`config.mk`:
```
export PLATFORM = sky130hd
export DESIGN_NAME = fsb8_mem_target
export DESIGN_NICKNAME = d
export VERILOG_FILES = /design/src/rtl/fsb8_mem_target.sv
export SDC_FILE = /design/constraint.sdc
export NUM_CORES = 1
export LEC_CHECK = 0
export CORE_UTILIZATION = 35
export CTS_CLUSTER_DIAMETER = 50
export DETAILED_ROUTE_END_ITERATION = 10
export PLACE_DENSITY = 0.65
export SLEW_MARGIN = 20
export SYNTH_ARGS = -nofsm -noshare
export SYNTH_HDL_FRONTEND = slang
export SYNTH_SLANG_ARGS = --single-unit
```
`constraint.sdc`:
```
create_clock -name i_clk -period 2.68 [get_ports i_clk]
set_input_delay 0.804 -clock i_clk [delete_from_list [all_inputs] [get_ports i_clk]]
set_output_delay 0.804 -clock i_clk [all_outputs]
set_load 0.05 [all_outputs]
```
`src/rtl/fsb8_mem_target.sv`:
```
// fsb8_mem_target: FSB8 bus slave that turns address/data/handshake phases into a
// synchronous single-port 8-bit memory interface (single and auto-increment block beats,
// WAIT_CYC wait states per beat).
// Ports: i_clk/i_rst_n (async active-low reset); FSB8 side i_ale_n, i_cs_n, i_cmd_n,
// i_typ, i_wr_n, i_aah8, i_ad_in, o_ad_out, o_ad_oe, o_rdy_n, o_irq_n; memory side
// o_mem_addr, o_mem_wdata, o_mem_we, o_mem_re, i_mem_rdata.
// Optional doorbell register at DOORBELL_ADDR: define FSB8_TGT_DOORBELL_EN.
module fsb8_mem_target #(
    parameter int          ADDR_WID      = 16,
    parameter int          WAIT_CYC      = 1,
    parameter logic [15:0] DOORBELL_ADDR = 16'hFFFF
) (
    input  logic                i_clk,
    input  logic                i_rst_n,
    input  logic                i_ale_n,
    input  logic                i_cs_n,
    input  logic                i_cmd_n,
    input  logic                i_typ,
    input  logic                i_wr_n,
    output logic                o_rdy_n,
    output logic                o_irq_n,
    input  logic [7:0]          i_aah8,
    input  logic [7:0]          i_ad_in,
    output logic [7:0]          o_ad_out,
    output logic                o_ad_oe,
    output logic [ADDR_WID-1:0] o_mem_addr,
    output logic [7:0]          o_mem_wdata,
    output logic                o_mem_we,
    output logic                o_mem_re,
    input  logic [7:0]          i_mem_rdata
);
`ifdef FSB8_TGT_DOORBELL_EN
    localparam logic DB_EN = 1'b1;
`else
    localparam logic DB_EN = 1'b0;
`endif
    localparam logic [ADDR_WID-1:0] DB_ADDR = DOORBELL_ADDR[ADDR_WID-1:0];
    localparam logic [3:0]          WAIT_LD = 4'(WAIT_CYC);

    typedef enum logic [2:0] {S_IDLE, S_ARMED, S_WAIT, S_ACK, S_DONE} state_t;

    state_t              r_state, w_next;
    logic [ADDR_WID-1:0] r_addr;
    logic                r_rd, r_blk, r_irq_n;
    logic [3:0]          r_cnt;
    logic [7:0]          r_ad_out, r_db;
    logic [15:0]         w_ale_addr;
    logic                w_db_hit;

    assign w_ale_addr  = {i_aah8, i_ad_in};
    assign w_db_hit    = DB_EN && (r_addr == DB_ADDR);
    assign o_ad_out    = r_ad_out;
    assign o_mem_addr  = r_addr;
    assign o_mem_wdata = i_ad_in;
    assign o_irq_n     = r_irq_n;

    always_ff @(posedge i_clk or negedge i_rst_n)
        if (!i_rst_n) r_state <= S_IDLE;
        else          r_state <= w_next;

    // Deasserting cs_n aborts from any state.
    always_comb begin
        w_next = r_state;
        case (r_state)
            S_IDLE:  w_next = !i_ale_n ? S_ARMED : S_IDLE;
            S_ARMED: w_next = !i_cmd_n ? S_WAIT : S_ARMED;
            S_WAIT:  w_next = (r_cnt <= 4'd1) ? S_ACK : S_WAIT;
            S_ACK:   w_next = r_blk ? S_ARMED : S_DONE;
            S_DONE:  w_next = S_DONE;
            default: w_next = S_IDLE;
        endcase
        if (i_cs_n) w_next = S_IDLE;
    end

    // Read data is only valid after the first WAIT cycle, so the driver holds off until then.
    always_comb begin
        o_rdy_n  = !(r_state == S_ACK && !i_cs_n);
        o_mem_we = r_state == S_ACK && !r_rd && !w_db_hit;
        o_mem_re = r_state == S_ARMED && !i_cmd_n && !i_cs_n && r_rd && !w_db_hit;
        o_ad_oe  = r_rd && !i_cs_n && i_ale_n &&
                   (r_state == S_ACK || (r_state == S_WAIT && r_cnt != WAIT_LD));
    end

    always_ff @(posedge i_clk or negedge i_rst_n)
        if (!i_rst_n) begin
            r_addr   <= '0;
            r_rd     <= 1'b0;
            r_blk    <= 1'b0;
            r_cnt    <= '0;
            r_ad_out <= '0;
            r_db     <= '0;
            r_irq_n  <= 1'b1;
        end else begin
            if (r_state == S_IDLE && !i_cs_n && !i_ale_n) begin
                r_addr <= w_ale_addr[ADDR_WID-1:0];
                r_rd   <= i_wr_n;
                r_blk  <= i_typ;
            end
            if (r_state == S_ACK && w_next == S_ARMED)
                r_addr <= r_addr + ADDR_WID'(1);
            if (r_state == S_ARMED && w_next == S_WAIT)
                r_cnt <= WAIT_LD;
            else if (r_state == S_WAIT)
                r_cnt <= r_cnt - 4'd1;
            // First WAIT cycle of a read: memory data from the ARMED-cycle strobe is valid now.
            if (r_state == S_WAIT && r_cnt == WAIT_LD && r_rd)
                r_ad_out <= w_db_hit ? r_db : i_mem_rdata;
            // Doorbell write raises the interrupt, doorbell read clears it; one beat per ACK so they never collide.
            if (r_state == S_ACK && w_db_hit) begin
                if (!r_rd) r_db <= i_ad_in;
                r_irq_n <= r_rd;
            end
        end
endmodule
```
==> impl_metrics.json, run 1 <==
{
  "status": "completed",
  "via_per_inst": 4.977,
  "reg2reg_to": "o_mem_addr[11]",
  "min_path_type": "reg2reg",
  "netlist_area_sq_um": 1857,
  "grt_pass1_wl_um": 7610,
  "relSlewSlack_pct": 66.02,
  "grt_pass1_vias": 1592,
  "synth_fa_ha_area_share_pct": 2.022,
  "clock_sinks": 33,
  "synth_cells": 196,
  "setup_violations": 0,
  "p_sw_mw": 0.9735,
  "cts_root_buffer": "clkbuf_8",
  "drc": 0,
  "yosysMostFrequentCell": "dfrtp_1",
  "die_h_um": 74.84,
  "reg2regPathDepth": 4,
  "yosysTopAreaCellShare_pct": 44.47,
  "critical_path_class": "in2out",
  "ios": 68,
  "critPathRequiredTime_ns": 1.88,
  "antenna_cells": 0,
  "worst_pin_slew_ns": 0.5081,
  "io_buffers": 66,
  "yosys_warnings": 0,
  "synthTopCellsByCount": "dfrtp_1 (33), nand2_1 (21), nor2_1 (20)",
  "arrival_ns": 1.80,
  "report.final.slew_viol_count": 0,
  "cts_tree": "done",
  "peakVddDrop_uv": 359.9,
  "crit_path_end": "o_mem_re",
  "drtIter0Drc": 88,
  "start_util_pct": 36.35,
  "power_frac_seq_pct": 35.2,
  "antenna_found_initial": 0,
  "maxCapViolations": 0,
  "synth_seq_area_share_pct": 44.47,
  "crit_fanout": 2,
  "dr.pass1.iters": 4,
  "fin_cells": 342,
  "grt_max_degree": 34,
  "synth_flop_cell": "dfrtp_1",
  "synthSimpleGateAreaFrac_pct": 26.15,
  "nNetsFinal": 305,
  "start_kind": "input port",
  "r2r-start": "r_state[1]",
  "synthMuxAreaShare_pct": 4.852,
  "wl_per_cell_um": 13.65,
  "core-area_sq_um": 5107,
  "power.density_nw_per_um2": 788.0,
  "die-area_sq_um": 5600,
  "num_rows": 26,
  "cts.reportedPaths.clkPinSlew_ns": 0.07,
  "period_needed_ns": 2.604,
  "combPwrFrac_pct": 46.0,
  "place_ws_ns": -0.1620,
  "drive_gt1_share_pct": 20.59,
  "p_leak_nw": 1.234,
  "synth_top_family_by_area": "simple AND/OR/NAND/NOR gates",
  "hold_ws_ns": 0.5063,
  "internal-power_mw": 1.272,
  "gp_congestion": 0.8027,
  "synthTopCellsByArea": "dfrtp_1 (44%), mux2_2 (4.9%), nand2_1 (4.2%)",
  "hold_violations": 0,
  "yosysTopAreaCell": "dfrtp_1",
  "synth_fp_nets": 230,
  "clk_latency_ns": 0.29,
  "area_growth_syn_to_layout_pct": 53.50,
  "fp.dieW_um": 74.84,
  "ys_async_sr_fraction_pct": 100.0,
  "syn_area_per_cell_sq_um": 9.473,
  "synth.distinct_cells": 47,
  "fmax_mhz": 384.0,
  "cts_buffer_depth": 2,
  "placed_cells": 332,
  "synth-edff-count": 0,
  "crit_path_end_kind": "output port",
  "grt_usage_pct": 18.30,
  "vias": 1702,
  "dpl.hpwl_um": 3451,
  "rrSetupSlack_ns": 0.73,
  "ant_nets": 0,
  "cp-startpoint": "i_cmd_n",
  "fin_crit_sh_pct": 97.17,
  "htree_levels": 2,
  "wl_um": 4667,
  "numCtsBuffers": 5,
  "skew_ns": 0.006185,
  "synth-compound-area-share_pct": 14.49,
  "synth-seq-cells": 33,
  "synthXorXnorAreaFrac_pct": 1.415,
  "rsz0062_at_grt": "false",
  "grt_overflow": 0,
  "p_sw_share_pct": 43.35,
  "setup_ws_ns": 0.07588,
  "pwr-share-clk_pct": 18.7,
  "cts_hold_buf": 0
}
metal layers:
metal / up-vias / wire length (um) / GRT usage, %
met4: 0 / 45 / 6.080
met3: 6 / 255 / 4.552
met2: 47 / 2202 / 28.73
li1: 859 / - / -
met5: - / 0 / 0
met1: 790 / 2162 / 24.79
final cells by class:
class | count | area [sq um]
fill | 455 | 2257
inverter | 7 | 26.28
timing repair buffer | 82 | 875.8
multi-input combinational | 142 | 933.4
clock buffer | 7 | 96.34
tap | 70 | 87.58
sequential | 33 | 825.8
clock inverter | 1 | 5.005
how the worst min path moves through the flow:
stage / from / to / slack [ns] / depth (start not counted)
final: o_ad_out[3] / o_ad_out[3] / 0.51 / 1
after global routing: o_ad_out[6] / o_ad_out[6] / 0.52 / 1
after CTS: o_ad_out[3] / o_ad_out[3] / 0.51 / 1
after detailed placement: o_ad_out[3] / o_ad_out[3] / 0.49 / 1
after global placement: o_ad_out[7] / o_ad_out[7] / 0.49 / 1
after floorplan: i_rst_n / o_ad_out[0] / 0.51 / 0
logic make-up after synthesis:
| logic type | after synthesis |
|---|---|
| compound gates | 39 |
| xor+xnor | 3 |
| fa+ha+maj | 3 |
| buf+inv | 21 |
| flops | 33 |
| mux | 8 |
| other cells | 1 |
| simple gates | 88 |
power groups by stage:
stage	Clock, mW	Combinational, mW	Sequential (mW)
2_1_floorplan	0	0.305	1.14
3_3_place_gp	0	1.02	0.795
3_5_place_dp	0	1.03	0.798
4_1_cts	0.433	1.04	0.791
5_1_grt	0.456	1.10	0.816
6_report	0.421	1.03	0.791
registers in the layout (all words and copies together), names as in the netlist:
name / flops
r_rd: 1
r_state: 3
r_cnt: 4
o_ad_out: 8
o_mem_addr: 16
r_blk: 1
timing repair:
item,CTS,global route
buffers inserted,2,0
pin swaps,2,1
cloned,0,0
setup endpoints to repair,2,2
gates resized for setup,6,1
cell usage in the layout, fill, tap and decap left out, types with 4 or more instances in the layout:
cell / count
nor3_1: 8
a21oi_1: 4
clkdlybuf4s50_1: 51
clkbuf_8: 7
o21ai_0: 9
dfrtp_1: 33
inv_1: 7
buf_12: 10
nor2_1: 19
nand2_1: 21
mux2_2: 8
buf_4: 18
nand3_1: 9
o211ai_1: 7
and3_1: 5
through the flow:
| stage | area [sq um] | total power [mW] | TNS, ns | utilization [%] |
|---|---|---|---|---|
| floorplan | 1863 | 1.441 | 0 | - |
| global placement | 2719 | 1.818 | -0.2399 | 53.23 |
| CTS | 2848 | 2.266 | 0 | 55.76 |
| detailed placement | 2719 | 1.832 | -0.2797 | 53.23 |
| finish | 2850 | 2.246 | 0 | 55.81 |
| global route | 2850 | 2.373 | 0 | 55.81 |
worst max-delay path, stage by stage:
cell,delay (ns)
dlygate4sd2_1,0.24
or3_4,0.35
nor2_4,0.12
and2_4,0.15
buf_12,0.13
Power figures use the tool's default switching activity.
==> run 2: changes to the inputs <==
--- a/config.mk
+++ b/config.mk
@@ -8,6 +8,7 @@
 export CORE_UTILIZATION = 35
 export CTS_CLUSTER_DIAMETER = 50
 export DETAILED_ROUTE_END_ITERATION = 10
+export HOLD_SLACK_MARGIN = 0.15
 export PLACE_DENSITY = 0.65
 export SLEW_MARGIN = 20
 export SYNTH_ARGS = -nofsm -noshare
==> results of run 2 <==
No change in the layout: final DEF, timing and power equal those of run 1.
==> run 3: changes to the inputs <==
--- a/config.mk
+++ b/config.mk
@@ -9,7 +9,8 @@
 export CTS_CLUSTER_DIAMETER = 50
 export DETAILED_ROUTE_END_ITERATION = 10
 export HOLD_SLACK_MARGIN = 0.15
-export PLACE_DENSITY = 0.65
+export PLACE_DENSITY = 0.68
+export SKIP_CTS_REPAIR_TIMING = 1
 export SLEW_MARGIN = 20
 export SYNTH_ARGS = -nofsm -noshare
 export SYNTH_HDL_FRONTEND = slang
==> constraint.sdc (replaced) <==
create_clock -name i_clk -period 2.21 [get_ports i_clk]
set_input_delay 0.663 -clock i_clk [delete_from_list [all_inputs] [get_ports i_clk]]
set_output_delay 0.663 -clock i_clk [all_outputs]
set_load 0.05 [all_outputs]
==> impl_metrics.json, run 3 (synthesized netlist as in run 1, its figures left out) <==
{
  "status": "finished, violations left",
  "violations": "negative setup slack",
  "start_kind": "input port",
  "maxCapViolations": 0,
  "crit_path_end_kind": "output port",
  "clock_sinks": 33,
  "setup_ws_ns": -0.008382,
  "dr.pass1.iters": 4,
  "antenna_found_initial": 0,
  "period_needed_ns": 2.218,
  "cts_buffer_depth": 2,
  "hold_ws_ns": 0.5036,
  "wl_per_cell_um": 13.94,
  "via_per_inst": 5.014,
  "worst_pin_slew_ns": 0.5086,
  "crit_slowest_cell": "or3_4",
  "vias": 1745,
  "final_common_cell": "buf_4",
  "grt_usage_pct": 18.18,
  "min_path_type": "reg2reg",
  "clk_latency_ns": 0.29,
  "rsz0062_at_grt": "true",
  "placed_area_sq_um": 2745,
  "max_stage_delay_ns": 0.40,
  "drtIter0Drc": 64,
  "start_util_pct": 36.35,
  "cts_root_buffer": "clkbuf_8",
  "area_growth_syn_to_layout_pct": 53.91,
  "grt_overflow": 0,
  "critical_path_class": "in2out",
  "fill_cells": 476,
  "report.final.slew_viol_count": 0,
  "die_h_um": 74.84,
  "grt_max_degree": 34,
  "crit_fanout": 3,
  "antenna_cells": 0,
  "cts.reportedPaths.clkPinSlew_ns": 0.06,
  "power.density_nw_per_um2": 928.9,
  "ios": 68,
  "p_leak_nw": 1.278,
  "fin_crit_sh_pct": 100.4,
  "fp.dieW_um": 74.84,
  "htree_levels": 2,
  "peakVddDrop_uv": 498.2,
  "numCtsBuffers": 5,
  "core-area_sq_um": 5107,
  "largest_reg_flops": 16,
  "critPathRequiredTime_ns": 1.55,
  "final_cell_mix": "buf_4 (39), clkdlybuf4s50_1 (35), dfrtp_1 (33)",
  "gp_congestion": 0.8208,
  "worstPathCellList": "buf_6, or3_4, nor2_4, and2_4, buf_12",
  "power_mw": 2.655,
  "fmax_mhz": 450.8,
  "relSlewSlack_pct": 65.99,
  "grt_pass1_vias": 1596,
  "hold_violations": 0,
  "ant_nets": 0,
  "num_rows": 26,
  "skew_ns": 0.007403,
  "die-area_sq_um": 5600,
  "grt_pass1_wl_um": 7596,
  "nNetsFinal": 311,
  "cts_tree": "done",
  "io_buffers": 66,
  "drc": 0,
  "wl_um": 4852,
  "setup_violations": 1,
  "dpl.hpwl_um": 3624,
  "drive_gt1_share_pct": 28.06,
  "arrival_ns": 1.56,
  "stdcell_area_sq_um": 2858
}
-- run 3: final timing paths --
check | from | end | slack (ns) | depth (start not counted)
hold reg to reg | o_ad_out[5] | o_ad_out[5] | 0.50 | 1
setup / recovery | i_cmd_n | o_mem_re | -0.008 | 5
min in group asynchronous | i_rst_n | o_mem_addr[5] | 0.79 | 2
setup reg to reg | o_mem_addr[3] | o_mem_addr[9] | 0.30 | 4
max in group asynchronous | i_rst_n | o_mem_addr[9] | 1.09 | 2
hold / removal | o_ad_out[5] | o_ad_out[5] | 0.50 | 1
-- run 3: area by class of cell --
type / instances / area, sq um / share of cell area (%)
Clock buffer: 8 / 80.08 / 2.802
Inverter: 7 / 26.28 / 0.9194
Multi-Input combinational cell: 142 / 938.4 / 32.84
Sequential cell: 33 / 825.8 / 28.90
Tap cell: 70 / 87.58 / 3.065
Timing Repair Buffer: 88 / 899.6 / 31.48
-- run 3: where the power goes --
| part | internal [mW] | total, mW | leakage (nW) | switching, mW |
|---|---|---|---|---|
| clock network | 0.224 | 0.446 | 0.0395 | 0.223 |
| logic | 0.473 | 1.25 | 0.842 | 0.775 |
| registers | 0.775 | 0.959 | 0.397 | 0.185 |
| total | 1.47 | 2.65 | 1.28 | 1.18 |
-- run 3: critical path: cells and delay by family --
| family | cells | cell delay (ns) |
|---|---|---|
| buffers and inverters | 2 | 0.22 |
| AND/OR/NAND/NOR | 3 | 0.67 |
-- run 3: stage by stage --
| step | instances | setup WS [ns] | TNS (ns) | util (%) |
|---|---|---|---|---|
| CTS | 347 | -0.3498 | -0.8396 | 55.32 |
| global placement | 339 | -0.3267 | -2.017 | 53.75 |
| detailed placement | 339 | -0.3938 | -2.232 | 53.75 |
| finish | 348 | -0.008382 | -0.008382 | 55.95 |
| floorplan | 196 | -0.05348 | -0.05348 | - |
| global route | 348 | -0.03014 | -0.03014 | 55.95 |
-- run 3: per-layer routing --
layer / track usage [%] / routed length, um / vias up
li1: - / - / 868
met3: 4.819 / 255 / 5
met4: 5.660 / 54 / 0
met5: 0 / 0 / -
met2: 27.23 / 2221 / 47
met1: 25.68 / 2321 / 825
